==> src/rtl/lpf_channel_scheduler.sv <==
// lpf_channel_scheduler
// One shared first-order low-pass datapath serving CHANNELS sample streams.
// Each channel keeps its own accumulator. A round-robin arbiter picks one
// requester per transaction. The filter update runs in a single CALC cycle.
// The result is offered on a valid/ready port, tagged with its channel index.
//
// Update rule per channel:
//   acc_new = acc + sext(x) - (acc >>> FILT_BITS)
//   y       = acc_new >>> FILT_BITS   (truncated to WIDTH bits)
module lpf_channel_scheduler #(
    parameter int WIDTH     = 9,
    parameter int FILT_BITS = 10,
    parameter int CHANNELS  = 4,
    parameter int CH_BITS   = 2
) (
    input  logic                         clk,
    input  logic                         rst,
    input  logic [CHANNELS-1:0]          chEn,
    input  logic [CHANNELS-1:0]          clrCh,
    input  logic [CHANNELS-1:0]          inValid,
    output logic [CHANNELS-1:0]          inReady,
    input  logic [CHANNELS*WIDTH-1:0]    dataIn,
    output logic                         outValid,
    input  logic                         outReady,
    output logic [CH_BITS-1:0]           outChannel,
    output logic [WIDTH-1:0]             dataOut
);

    localparam int ACC_W = WIDTH + FILT_BITS;
    // One extra bit so rr_ptr + offset can be compared against CHANNELS
    // before it wraps.
    localparam int CW    = CH_BITS + 1;

    typedef enum logic [1:0] {
        IDLE,
        CALC,
        OUT
    } state_t;

    state_t                    state_q, state_d;
    logic signed [ACC_W-1:0]   acc_q [CHANNELS];
    logic signed [ACC_W-1:0]   acc_d [CHANNELS];
    logic [CH_BITS-1:0]        rr_ptr_q, rr_ptr_d;
    logic [CH_BITS-1:0]        ch_q, ch_d;
    logic signed [WIDTH-1:0]   sample_q, sample_d;
    logic [CH_BITS-1:0]        out_channel_q, out_channel_d;
    logic signed [WIDTH-1:0]   data_out_q, data_out_d;
    logic                      out_valid_q, out_valid_d;

    // Arbitration signals.
    logic [CHANNELS-1:0]       req;
    logic [2*CHANNELS-1:0]     req2;
    logic [CHANNELS-1:0]       rot_req;
    logic [CW-1:0]             cand;
    logic                      grant_found;
    logic [CH_BITS-1:0]        grant_ch;
    logic signed [WIDTH-1:0]   grant_sample;

    // Datapath signals.
    logic signed [ACC_W-1:0]   acc_cur;
    logic signed [ACC_W-1:0]   acc_new;

    // Round-robin search: rotate the request vector so that rr_ptr sits at
    // bit 0, then take the first set bit and map it back to a channel index.
    always_comb begin
        req         = inValid & chEn;
        req2        = {req, req};
        rot_req     = CHANNELS'(req2 >> rr_ptr_q);
        grant_found = 1'b0;
        grant_ch    = '0;
        cand        = '0;
        for (int i = 0; i < CHANNELS; i++) begin
            cand = CW'(rr_ptr_q) + CW'(i);
            if (cand >= CW'(CHANNELS)) begin
                cand = cand - CW'(CHANNELS);
            end
            if (!grant_found && rot_req[i]) begin
                grant_found = 1'b1;
                grant_ch    = cand[CH_BITS-1:0];
            end
        end
    end

    // Select the granted channel's sample from the packed input bus.
    always_comb begin
        grant_sample = '0;
        for (int k = 0; k < CHANNELS; k++) begin
            if (grant_ch == CH_BITS'(k)) begin
                grant_sample = dataIn[k*WIDTH +: WIDTH];
            end
        end
    end

    // Accept is combinational and one-hot at the grant, only in IDLE and
    // never during reset.
    always_comb begin
        inReady = '0;
        if (!rst && state_q == IDLE && grant_found) begin
            inReady[grant_ch] = 1'b1;
        end
    end

    // Shared filter arithmetic for the latched channel.
    always_comb begin
        acc_cur = acc_q[ch_q];
        acc_new = acc_cur + ACC_W'(sample_q) - (acc_cur >>> FILT_BITS);
    end

    // Next-state logic for the FSM, the accumulator bank and the output register.
    always_comb begin
        // NOTE: every variable gets its hold value first. Any path that skips
        // an assignment then keeps state instead of inferring a latch.
        state_d       = state_q;
        acc_d         = acc_q;
        rr_ptr_d      = rr_ptr_q;
        ch_d          = ch_q;
        sample_d      = sample_q;
        out_channel_d = out_channel_q;
        data_out_d    = data_out_q;
        out_valid_d   = out_valid_q;

        case (state_q)
            IDLE: begin
                if (grant_found) begin
                    ch_d     = grant_ch;
                    sample_d = grant_sample;
                    state_d  = CALC;
                end
            end
            CALC: begin
                acc_d[ch_q]   = acc_new;
                data_out_d    = WIDTH'(acc_new >>> FILT_BITS);
                out_channel_d = ch_q;
                out_valid_d   = 1'b1;
                state_d       = OUT;
            end
            OUT: begin
                if (outReady) begin
                    out_valid_d = 1'b0;
                    rr_ptr_d    = (ch_q == CH_BITS'(CHANNELS - 1)) ? '0
                                                                   : ch_q + CH_BITS'(1);
                    state_d     = IDLE;
                end
            end
            default: begin
                state_d = IDLE;
            end
        endcase

        // A clear overrides a CALC write to the same channel. The result
        // already computed in that CALC is still emitted.
        for (int k = 0; k < CHANNELS; k++) begin
            if (clrCh[k]) begin
                acc_d[k] = '0;
            end
        end
    end

    // State register with synchronous active-high reset.
    always_ff @(posedge clk) begin
        // NOTE: sequential state uses non-blocking assignments. All flops
        // then sample their _d values from the same pre-edge snapshot.
        if (rst) begin
            state_q       <= IDLE;
            rr_ptr_q      <= '0;
            ch_q          <= '0;
            sample_q      <= '0;
            out_channel_q <= '0;
            data_out_q    <= '0;
            out_valid_q   <= 1'b0;
            // NOTE: the accumulator bank is reset explicitly. A filter must
            // start from zero, so this array cannot be left uninitialised
            // like a plain data RAM.
            for (int k = 0; k < CHANNELS; k++) begin
                acc_q[k] <= '0;
            end
        end else begin
            state_q       <= state_d;
            rr_ptr_q      <= rr_ptr_d;
            ch_q          <= ch_d;
            sample_q      <= sample_d;
            out_channel_q <= out_channel_d;
            data_out_q    <= data_out_d;
            out_valid_q   <= out_valid_d;
            for (int k = 0; k < CHANNELS; k++) begin
                acc_q[k] <= acc_d[k];
            end
        end
    end

    assign outValid   = out_valid_q;
    assign outChannel = out_channel_q;
    assign dataOut    = data_out_q;

endmodule

==> config.mk <==
export PLATFORM = sky130hd
export DESIGN_NAME = lpf_channel_scheduler
export DESIGN_NICKNAME = d
export VERILOG_FILES = /design/src/rtl/lpf_channel_scheduler.sv
export SDC_FILE = /design/constraint.sdc
export NUM_CORES = 1
export LEC_CHECK = 0
export BUFFER_PORTS_ARGS = -buffer_cell sky130_fd_sc_hd__buf_4
export CORE_MARGIN = 4
export CORE_UTILIZATION = 30
export CTS_BUF_LIST = sky130_fd_sc_hd__clkbuf_4 sky130_fd_sc_hd__clkbuf_8
export DETAILED_ROUTE_END_ITERATION = 7
export MAX_ROUTING_LAYER = met4
export PLACE_DENSITY = 0.46
export SETUP_SLACK_MARGIN = 0.05
export SLEW_MARGIN = 30
export SYNTH_ARGS = -nofsm -noshare
export SYNTH_HDL_FRONTEND = slang
export SYNTH_SLANG_ARGS = --single-unit
==> constraint.sdc <==
create_clock -name clk -period 5.55 [get_ports clk]
set_clock_uncertainty 0.15 [all_clocks]
set_input_delay 1.11 -clock clk [delete_from_list [all_inputs] [get_ports clk]]
set_output_delay 1.11 -clock clk [all_outputs]
set_load 0.05 [all_outputs]
# ---- Word level (Yosys, flattened, before mapping)
# Index checks and enable logic that the tools add are counted.
dict set report op_classes {
  add_sub_neg 10
  n_reduce_logical 22
  shift 1
  n_mux 31
  eq_ne 8
  bitwise 2
  n_lt_le_gt_ge 8
}
# cell n
set ops {}
lappend ops {{$bwmux W76} 1}
lappend ops {{$mux W19} 3}
lappend ops {{$bmux W19 S2} 1}
lappend ops {{$demux W19 S2} 1}
lappend ops {{$mux W9} 4}
lappend ops {{$mux W2} 11}
lappend ops {{$add A19 B9 Y19} 1}
lappend ops {{$sub A19 B9 Y19} 1}
lappend ops {{$ge A3 B3 Y1 const B} 4}
lappend ops {{$eq A2 B2 Y1 const B} 4}
lappend ops {{$reduce_and A2 Y1} 4}
lappend ops {{$reduce_or A2 Y1} 4}
lappend ops {{$shr A8 B2 Y4} 1}
lappend ops {{$sub A2 B1 Y2 const B} 4}
lappend ops {{$logic_and A1 B1 Y1} 7}
lappend ops {{$add A2 B2 Y3 const B} 2}
lappend ops {{$mux W1} 6}
lappend ops {{$pmux W2 S3} 1}
lappend ops {{$and A4 B4 Y4} 1}
lappend ops {{$eq A2 B1 Y1 const B} 2}
lappend ops {{$logic_not A1 Y1} 4}
lappend ops {{$logic_not A2 Y1} 2}
lappend ops {{$mux W4} 1}
lappend ops {{$ne A2 B2 Y1 const B} 2}
lappend ops {{other kinds (10)} 10}
dict set report word_totals {
  elab_cells 93
  ff_bits 103
  output_inout_bits 16
  in_bits 51
}

# ---- Logic depth before layout (Yosys ltp)
# Gate-level depths: netlist of run 1.
dict set report depth {
  ltp_word 17
  ltp_mapped 14
  depth_no_buf 12
}

# ---- Least setup slack after synthesis of run 1
# OpenSTA, ideal clock, no wires.
dict set report synth_timing {
  path_kind {input-to-output}
  from {in inValid[0]}
  to {out inReady[1]}
  stages 7
  path_buffers 2
  t_arrival_ns 2.662
  setup_slack_ns 1.628
  required_time_ns 4.290
  cell_sequence {and3_1 -> o21ai_0 -> o311a_1 -> buf_2 -> buf_2 -> inv_1 -> nor2_1}
}
dict set report synth_between {
  elab_chain_cells 17
  elab_cells_between_ends 23
  classes_between {2 x order compare; 1 x shift; 11 x mux; 1 x bitwise; 8 x reduce/logical}
}
# item line
set synth_rtl {}
lappend synth_rtl {{start, declared} 20} ;# input logic [CHANNELS-1:0] inValid,
lappend synth_rtl {{$and A4 B4 Y4 (*)} 66} ;# req = inValid & chEn;
lappend synth_rtl {{$shr A8 B2 Y4 (*)} 68} ;# rot_req = CHANNELS'(req2 >> rr_ptr_q);
lappend synth_rtl {{$mux W1} 77} ;# if (!grant_found && rot_req[i]) begin
lappend synth_rtl {{$logic_not A1 Y1} 77}
lappend synth_rtl {{$logic_and A1 B1 Y1} 77}
lappend synth_rtl {{$mux W1} 77}
lappend synth_rtl {{$logic_not A1 Y1} 77}
lappend synth_rtl {{$logic_and A1 B1 Y1} 77}
lappend synth_rtl {{$mux W1} 77}
lappend synth_rtl {{$logic_not A1 Y1} 77}
lappend synth_rtl {{$logic_and A1 B1 Y1} 77}
lappend synth_rtl {{$mux W2} 77}
lappend synth_rtl {{$lt A2 B3 Y1 (implied by the code) / $ge A2 B1 Y1 (equally long branches)} 99} ;# inReady[grant_ch] = 1'b1;
lappend synth_rtl {{$logic_and A1 B1 Y1 (implied by the code)} 99}
lappend synth_rtl {{$mux W1 (implied by the code)} 99}
lappend synth_rtl {{$demux W1 S2} 99}
lappend synth_rtl {{$mux W4 (*)} 98} ;# if (!rst && state_q == IDLE && grant_found) begin
lappend synth_rtl {{end, declared} 21} ;# output logic [CHANNELS-1:0] inReady,
# Mark *: on every way between the ends. The rest lies on a longest branch, timed or not.

# ---- Worst setup path in the final report of run 1
dict set report layout_timing {
  from {reg ch_q[0]}
  to {reg acc_q[68] (netlist name)}
}
dict set report layout_between {
  elab_chain_cells 7
  elab_cells_between_ends 12
  classes_between {2 x add/sub; 2 x order compare; 6 x mux; 1 x bitwise; 1 x reduce/logical}
}
# item line
set layout_rtl {}
lappend layout_rtl {{start, declared} 44} ;# logic [CH_BITS-1:0] ch_q, ch_d;
lappend layout_rtl {{start signal, assigned} 180} ;# ch_q <= ch_d;
lappend layout_rtl {{$not A2 Y3 (implied by the code) (*)} {105, 131}}
lappend layout_rtl {{$bmux W19 S2} 105} ;# acc_cur = acc_q[ch_q];
lappend layout_rtl {{$mux W19 (implied by the code) (2 in a row)} 105}
lappend layout_rtl {{$add A19 B9 Y19} 106} ;# acc_new = acc_cur + ACC_W'(sample_q) - (acc_cur >>> FILT_BITS);
lappend layout_rtl {{$sub A19 B9 Y19} 106}
lappend layout_rtl {{$bwmux W76 (*)} 131} ;# acc_d[ch_q] = acc_new;
lappend layout_rtl {{end signal, assigned by index} 186} ;# acc_q[k] <= acc_d[k];
lappend layout_rtl {{end, declared} 41} ;# logic signed [ACC_W-1:0] acc_q [CHANNELS];
# Mark *: on every way between the ends. The rest lies on a longest branch, timed or not. The select of a mux whose other input is x is not followed.
# A chain may end at the register's enable or synchronous reset.

==> results of run 1 <==
-- worst paths after layout --
check                    startpoint                endpoint  slack (ps)  depth (start not counted)
min          acc_q[24]$_SDFFE_PP0P_  acc_q[24]$_SDFFE_PP0P_         310                          2
max reg2reg    ch_q[0]$_SDFFE_PP0P_  acc_q[68]$_SDFFE_PP0P_        1220                         11
min reg2reg  acc_q[24]$_SDFFE_PP0P_  acc_q[24]$_SDFFE_PP0P_         310                          2
max            ch_q[0]$_SDFFE_PP0P_  acc_q[68]$_SDFFE_PP0P_        1220                         11
-- Yosys cell counts (11+ instances only) --
cell | number | area (um^2)
nand2_1 | 114 | 428
dfxtp_1 | 103 | 2060
nand3_1 | 59 | 295
a21oi_1 | 54 | 270
inv_1 | 46 | 173
mux2i_1 | 34 | 340
clkbuf_1 | 31 | 116
nor2_1 | 30 | 113
nor3_1 | 30 | 150
ha_1 | 24 | 300
o21ai_0 | 23 | 115
mux4_2 | 19 | 428
fa_1 | 18 | 360
a31oi_1 | 17 | 106
buf_2 | 11 | 55.1
nand2b_1 | 11 | 68.8
-- layer usage --
metal / routed length [um] / share of wire / track usage
met1: 10300 / 0.49 / 0.247
met2: 9750 / 0.46 / 0.277
met5: 0 / 0 / -
met4: 272 / 0.013 / 0.0389
met3: 781 / 0.037 / 0.0236
-- cells in the final DEF, fill, tap and decap left out, types with 17 or more instances in the layout --
| master | n |
|---|---|
| ha_1 | 24 |
| nand2_1 | 112 |
| inv_1 | 46 |
| dfxtp_1 | 102 |
| mux4_2 | 19 |
| nand3_1 | 59 |
| nor2_1 | 30 |
| buf_4 | 79 |
| mux2i_1 | 34 |
| nor3_1 | 30 |
| a21oi_1 | 54 |
| fa_1 | 18 |
| o21ai_0 | 23 |
| a31oi_1 | 17 |
-- sequential cells by signal (all words and copies together), names as in the netlist --
name        cells
outValid        1
acc_q          76
state_q         2
ch_q            2
outChannel      2
dataOut         9
rr_ptr_q        2
sample_q        9
-- worst max-delay path: stages, from the launching register on --
cell and delay [ps]:
dfxtp_2 360, buf_4 420, mux4_2 640, fa_1 520, inv_1 40, ha_1 350
a21o_1 180, a21oi_1 280, a21o_1 280, nor3_1 80, nor3_1 670, o21ai_0 180
-- power groups by stage --
stage	clock network (W)	logic (W)	registers (W)
floorplan	0	0.00122	0.000897
global placement	0	0.00169	0.000844
detailed placement	0	0.00169	0.000843
CTS	0.000514	0.00169	0.000827
global route	0.000535	0.00185	0.000833
finish	0.000494	0.00170	0.000825
-- cell families (layout without fill, tap and decap cells) --
kind of cell	Yosys count	in the layout	share of synthesized area
AND/OR/NAND/NOR	296	296	0.211
XOR/XNOR	7	7	0.0103
buffers and inverters	106	141	0.0688
multiplexers	53	53	0.115
flip-flops	103	103	0.308
AO/OA/AOI/OAI	174	174	0.188
adder cells (fa/ha/maj)	42	42	0.0987
-- metrics by stage --
stage | hold WS, ps | total power, W | instances | area [um^2]
6_report | 310 | 0.00302 | 1096 | 7550
5_1_grt | 329 | 0.00322 | 1096 | 7550
3_3_place_gp | 291 | 0.00254 | 1080 | 7350
3_5_place_dp | 296 | 0.00253 | 1080 | 7350
4_1_cts | 311 | 0.00303 | 1096 | 7540
2_1_floorplan | 283 | 0.00212 | 781 | 6700
-- layout make-up --
class	count	area (um^2)	share of cell area
multi-input combinational	572	4180	0.553
sequential	103	2060	0.273
timing repair buffer	79	593	0.0785
tap	280	350	0.0464
inverter	46	173	0.0229
clock buffer	9	124	0.0164
clock inverter	7	68.8	0.00911
==> results.py, run 1 <==
metrics = {
    "sta": {
        "worstMarginPinSlew_ps": 1010,
        "rsz0062_at_grt": "no",
        "fin_crit_ps": 4330,
        "setup_viol": 0,
        "final-hold-violation-count": 0,
        "min_period_over_period": 0.780,
        "slew_viol_final": 0,
        "finalWorstSetupSlack_ps": 1220,
        "fmax_mhz": 231,
        "tns_ps": 0,
        "max-slew-margin-rel": 0.326,
    },
    "floorplanning": {
        "pin_count": 67,
        "chipWidth_um": 157,
        "rows": 54,
        "design.die.area_mm2": 0.0248,
        "core_area_mm2": 0.0219,
        "die_h_um": 157,
        "initial_core_util": 0.306,
    },
    "detailed_routing": {
        "dr.pass1.iters": 5,
        "vias": 5809,
        "vias_per_cell": 5.30,
        "drc_errors": 0,
        "drtAntennaViolNets": 0,
        "wl_per_cell_um": 19.2,
        "drt_wl_total_mm": 21.1,
        "drtIter0Drc": 390,
    },
    "cts": {
        "post-cts-setup-buffers": 0,
        "root_buffer": "clkbuf_8",
        "ctsResizeCount": 0,
        "cts_buffers": 9,
        "insertion_delay_ps": 410,
        "h-tree-depth": 3,
        "postCtsHoldBufs": 0,
        "cts_buffer_depth": 2,
        "path_clk_slew_ps": 130,
        "tritoncts": "built",
        "numClockSinks": 103,
    },
    "critical_path": {
        "worstSetupEndpointType": "flop",
        "start_kind": "flop",
        "required_ps": 5660,
        "cp.arrival_ps": 4440,
        "crit_type": "flop to flop",
        "worst-path-max-fanout": 24,
    },
    "grt": {
        "first_global_vias": 5603,
        "grt_max_degree": 30,
        "overflow": 0,
        "gr-usage-all-layers": 0.178,
        "grt_pass1_wl_mm": 33.0,
        "antenna_found_initial": 0,
    },
    "power_and_ir_drop": {
        "p_sw_w": 0.00149,
        "switching_share": 0.494,
        "p_clk_frac": 0.164,
        "irDropWorstVdd_mv": 0.186,
        "p_int_w": 0.00153,
        "power_frac_seq": 0.273,
        "combPwrFrac": 0.563,
        "p_per_area_mw_per_mm2": 400,
        "p_leak_nw": 2.84,
    },
    "status": {
        "status": "complete, no violations",
    },
    "cells_and_area": {
        "diodes": 0,
        "finalNetCount": 904,
        "n_fill_cell": 2328,
        "syn_to_final_growth_pct": 12.8,
        "final_util": 0.345,
        "drive_gt1_frac": 0.176,
    },
    "synth": {
        "ys_seq_area_frac": 0.308,
        "avgSynthCellArea_um2": 8.57,
        "synth_cell_types": 68,
        "syn_area_mm2": 0.00670,
        "synth_edf_count": 0,
        "ys.flop_type": "dfxtp_1",
        "synth_nets": 874,
        "yosysWarnings": 0,
        "async_reset_ff_frac": 0,
        "syn_inst": 781,
        "ys_seq_elements": 103,
    },
    "placed_design": {
        "hpwl_mm": 15.0,
        "dp_slack_ps": 1240,
        "place.gp.congestion": 0.876,
        "numPortBuffers": 66,
    },
    "min_path": {
        "hp-class": "flop to flop",
    },
    "run": {
        "maxCapViolations": 0,
    },
}
Power figures use the tool's default switching activity.
==> run 2, diff against run 1 <==
Clock period 5.55 ns to 4 ns, I/O delays scaled along.
==> results.py, run 2 (synthesis results as in run 1) <==
metrics = {
    "detailed_routing": {
        "drtAntennaViolNets": 0,
        "vias": 5977,
        "drtIter0Drc": 524,
        "dr.pass1.iters": 5,
        "vias_per_cell": 5.32,
        "drt_wl_total_mm": 21.8,
        "wl_per_cell_um": 19.4,
        "drc_errors": 0,
    },
    "grt": {
        "use_met3": 0.0272,
        "groute.layer.met2.usage": 0.282,
        "gr-usage-all-layers": 0.182,
        "grt-busiest-layer": "met2",
        "grt_pass1_wl_mm": 33.6,
        "overflow": 0,
        "grt_util_met1": 0.252,
        "first_global_vias": 5685,
        "grt_max_degree": 29,
        "antenna_found_initial": 0,
    },
    "min_path": {
        "whs_path_depth": 2,
        "hp-class": "flop to flop",
    },
    "floorplanning": {
        "pin_count": 67,
        "die_h_um": 157,
        "initial_core_util": 0.306,
        "chipWidth_um": 157,
        "rows": 54,
        "core_area_mm2": 0.0219,
        "design.die.area_mm2": 0.0248,
    },
    "cts": {
        "cts_buffer_depth": 2,
        "numClockSinks": 103,
        "insertion_delay_ps": 400,
        "tritoncts": "built",
        "h-tree-depth": 3,
        "post-cts-setup-buffers": 0,
        "path_clk_slew_ps": 120,
        "ctsResizeCount": 0,
        "root_buffer": "clkbuf_8",
        "postCtsHoldBufs": 0,
        "cts_buffers": 9,
    },
    "cells_and_area": {
        "post-route-cell-area_mm2": 0.00785,
        "finalNetCount": 933,
        "largest_reg_flops": 76,
        "most-common-layout-cells": "nand2_1, buf_4, dfxtp_1",
        "syn_to_final_growth_pct": 17.2,
        "final_cells": 1124,
        "final_common_cell": "nand2_1",
        "diodes": 0,
        "regMostFlops": "acc_q",
        "drive_gt1_frac": 0.207,
    },
    "sta": {
        "rsz0062_at_grt": "yes",
        "tns_ps": 0,
        "max-slew-margin-rel": 0.402,
        "slew_viol_final": 0,
        "min_period_over_period": 0.961,
        "worstMarginPinSlew_ps": 896,
        "fmax_mhz": 260,
        "setup_viol": 0,
        "fin_crit_ps": 3840,
        "final-hold-violation-count": 0,
    },
    "critical_path": {
        "path_cells": "buf_12 > mux4_2 > fa_1 > inv_1 > ha_1 > o21a_1 > a21oi_4 > a211o_2 > o21ai_4 > mux2i_1 > o311ai_1",
        "slowest_stage": "mux4_2",
        "worstSetupEndpointType": "flop",
        "cp.arrival_ps": 3970,
        "slowest_delay_ps": 600,
        "required_ps": 4130,
        "r2r_cells": 11,
        "start_kind": "flop",
        "worst-path-max-fanout": 12,
        "crit_type": "flop to flop",
    },
    "power_and_ir_drop": {
        "p_per_area_mw_per_mm2": 573,
        "p_leak_nw": 3.00,
        "irDropWorstVdd_mv": 0.204,
    },
    "placed_design": {
        "place.gp.congestion": 0.871,
        "placed_area_mm2": 0.00759,
        "numPortBuffers": 66,
        "dp_cells": 1109,
        "hpwl_mm": 15.9,
    },
    "run": {
        "maxCapViolations": 0,
    },
    "status": {
        "status": "complete, no violations",
    },
}
[run 2: cell types whose count changed in the layout (fill, tap and decap cells not counted), sizes merged]
cell | previous run | this run
buf | 79 | 108
bufinv | 0 | 1
clkinv | 1 | 2
inv | 52 | 49
[run 2: layout make-up]
type / instances / area [um^2]
timing repair buffer: 108 / 836
clock inverter: 6 / 76.3
multi-input combinational: 572 / 4220
fill: 2354 / 14000
clock buffer: 9 / 124
sequential: 103 / 2060
tap: 280 / 350
inverter: 46 / 173
[run 2: routing by layer]
metal	share of wire	wire length, um
met2	0.46	10100
met1	0.47	10300
met5	0	0
met3	0.046	1010
met4	0.015	328
[run 2: power breakdown]
part           leakage, nW  internal, W  switching, W  total (W)
combinational         2.07     0.000968       0.00167    0.00264
sequential           0.835      0.00109     0.0000476    0.00114
clock                0.102     0.000298      0.000418   0.000716
[run 2: per-stage QoR]
step           utilization  hold WS, ps  setup WS, ps  total power [W]
4_1_cts              0.356          311          90.4          0.00445
3_3_place_gp         0.347          293           174          0.00374
6_report             0.358          310           157          0.00449
2_1_floorplan            -          283           126          0.00294
5_1_grt              0.358          327          1.60          0.00480
3_5_place_dp         0.347          295           119          0.00372
[run 2: critical path: cells and delay by family, from the launching register on]
kind / cells / cell delay, ps
mux: 2 / 850
buf+inv: 2 / 240
fa+ha+maj: 2 / 910
flops: 1 / 440
compound gates: 5 / 1120
[run 2: worst paths after layout]
kind / slack, ps / end / start
hold / removal: 310 / acc_q[20]$_SDFFE_PP0P_ / acc_q[20]$_SDFFE_PP0P_
setup / recovery: 160 / acc_q[37]$_SDFFE_PP0P_ / ch_q[0]$_SDFFE_PP0P_
hold reg to reg: 310 / acc_q[20]$_SDFFE_PP0P_ / acc_q[20]$_SDFFE_PP0P_
setup reg to reg: 160 / acc_q[37]$_SDFFE_PP0P_ / ch_q[0]$_SDFFE_PP0P_
==> run 3, diff against run 2 <==
Settings changed: RECOVER_POWER set to 25.
==> results.py, run 3 (synthesis results as in run 1) <==
metrics = {
    "grt": {
        "grt_max_degree": 29,
        "antenna_found_initial": 0,
        "first_global_vias": 5685,
        "overflow": 0,
        "grt_pass1_wl_mm": 33.6,
        "gr-usage-all-layers": 0.182,
    },
    "min_path": {
        "hp-class": "flop to flop",
        "min_from": "acc_q[20]$_SDFFE_PP0P_",
    },
    "floorplanning": {
        "chipWidth_um": 157,
        "rows": 54,
        "design.die.area_mm2": 0.0248,
        "initial_core_util": 0.306,
        "pin_count": 67,
        "die_h_um": 157,
        "core_area_mm2": 0.0219,
    },
    "cells_and_area": {
        "drive_gt1_frac": 0.188,
        "regMostFlops": "acc_q",
        "diodes": 0,
        "multi_input_area_mm2": 0.00422,
        "syn_to_final_growth_pct": 16.3,
        "post-route-cell-area_mm2": 0.00779,
        "finalNetCount": 933,
        "final_common_cell": "nand2_1",
        "most-common-layout-cells": "nand2_1, dfxtp_1, buf_4",
        "largest_reg_flops": 76,
        "n_fill_cell": 2364,
        "seqCellArea_mm2": 0.00206,
    },
    "critical_path": {
        "required_ps": 4130,
        "start_kind": "flop",
        "slowest_stage": "mux4_2",
        "worstSetupEndpointType": "flop",
        "worstReg2RegStart": "ch_q[0]$_SDFFE_PP0P_",
        "crit_type": "flop to flop",
        "startpoint": "ch_q[0]$_SDFFE_PP0P_",
        "cp.buffers_inverters": 2,
        "path_cells": "buf_12 > mux4_2 > fa_1 > inv_1 > ha_1 > o21a_1 > a21oi_4 > a211o_2 > o21ai_4 > mux2i_1 > o311ai_1",
        "slowest_delay_ps": 600,
        "worst-path-max-fanout": 12,
        "cp.arrival_ps": 3960,
        "critPathTopFamily": "compound AO/OA/AOI/OAI gates",
    },
    "cts": {
        "insertion_delay_ps": 400,
        "cts_buffer_depth": 2,
        "post-cts-setup-buffers": 0,
        "ctsResizeCount": 0,
        "tritoncts": "built",
        "cts_buffers": 9,
        "postCtsHoldBufs": 0,
        "path_clk_slew_ps": 120,
        "numClockSinks": 103,
        "root_buffer": "clkbuf_8",
        "h-tree-depth": 3,
    },
    "power_and_ir_drop": {
        "irDropWorstVdd_mv": 0.205,
        "p_leak_nw": 2.94,
        "p_total_w": 0.00447,
        "p_per_area_mw_per_mm2": 574,
    },
    "sta": {
        "slew_viol_final": 0,
        "min_period_over_period": 0.958,
        "final-hold-violation-count": 0,
        "fmax_mhz": 261,
        "hold_ws_ps": 310,
        "fin_crit_ps": 3830,
        "tns_ps": 0,
        "setup_viol": 0,
        "worstMarginPinSlew_ps": 879,
        "rsz0062_at_grt": "yes",
        "finalWorstSetupSlack_ps": 170,
        "max-slew-margin-rel": 0.414,
    },
    "placed_design": {
        "hpwl_mm": 15.9,
        "place.gp.congestion": 0.871,
        "placed_area_mm2": 0.00759,
        "numPortBuffers": 66,
        "dp_slack_ps": 119,
    },
    "detailed_routing": {
        "drtAntennaViolNets": 0,
        "vias": 5980,
        "wl_per_cell_um": 19.4,
        "drtIter0Drc": 499,
        "drt_wl_total_mm": 21.8,
        "dr.pass1.iters": 5,
        "drc_errors": 0,
        "vias_per_cell": 5.32,
    },
    "run": {
        "maxCapViolations": 0,
    },
    "status": {
        "status": "complete, no violations",
    },
}
run 3: cell count changes in the layout (fill, tap and decap cells not counted), sizes merged:
cell    before  now
buf        108   91
clkbuf       9   26
run 3: cell type report:
class                           count  share of cell area
Clock buffer                        9              0.0159
Clock inverter                      6             0.00980
Inverter                           46              0.0222
Multi-Input combinational cell    572               0.543
Sequential cell                   103               0.265
Tap cell                          280              0.0450
Timing Repair Buffer              108              0.0996
run 3: power by group:
part,leakage (nW),switching [W],internal [W]
clock network,0.102,0.000419,0.000298
registers,0.835,0.0000460,0.00109
logic,2.00,0.00167,0.000942
run 3: worst paths after layout:
kind                                                to  slack (ps)  depth (start not counted)
worst max-delay path            acc_q[37]$_SDFFE_PP0P_         170                         11
worst min-delay path            acc_q[20]$_SDFFE_PP0P_         310                          2
worst max register to register  acc_q[37]$_SDFFE_PP0P_         170                         11
worst min register to register  acc_q[20]$_SDFFE_PP0P_         310                          2
run 3: layer usage:
layer	share of wire	global-route usage	routed length, um
met1	0.47	0.252	10300
met2	0.46	0.282	10100
met3	0.050	0.0272	1080
met4	0.015	0.0430	329
met5	0	-	0
run 3: metrics by stage:
step | util | std cells
2_1_floorplan | - | 781
4_1_cts | 0.356 | 1124
6_report | 0.356 | 1124
5_1_grt | 0.356 | 1124
3_3_place_gp | 0.347 | 1109
3_5_place_dp | 0.347 | 1109
run 3: worst register-to-register path, stage by stage, from the launching register on:
cell and delay, ps:
dfxtp_2 430, buf_12 190, mux4_2 610, fa_1 540, inv_1 50, ha_1 370, o21a_1 220, a21oi_4 100
a211o_2 380, o21ai_4 310, mux2i_1 250, o311ai_1 110
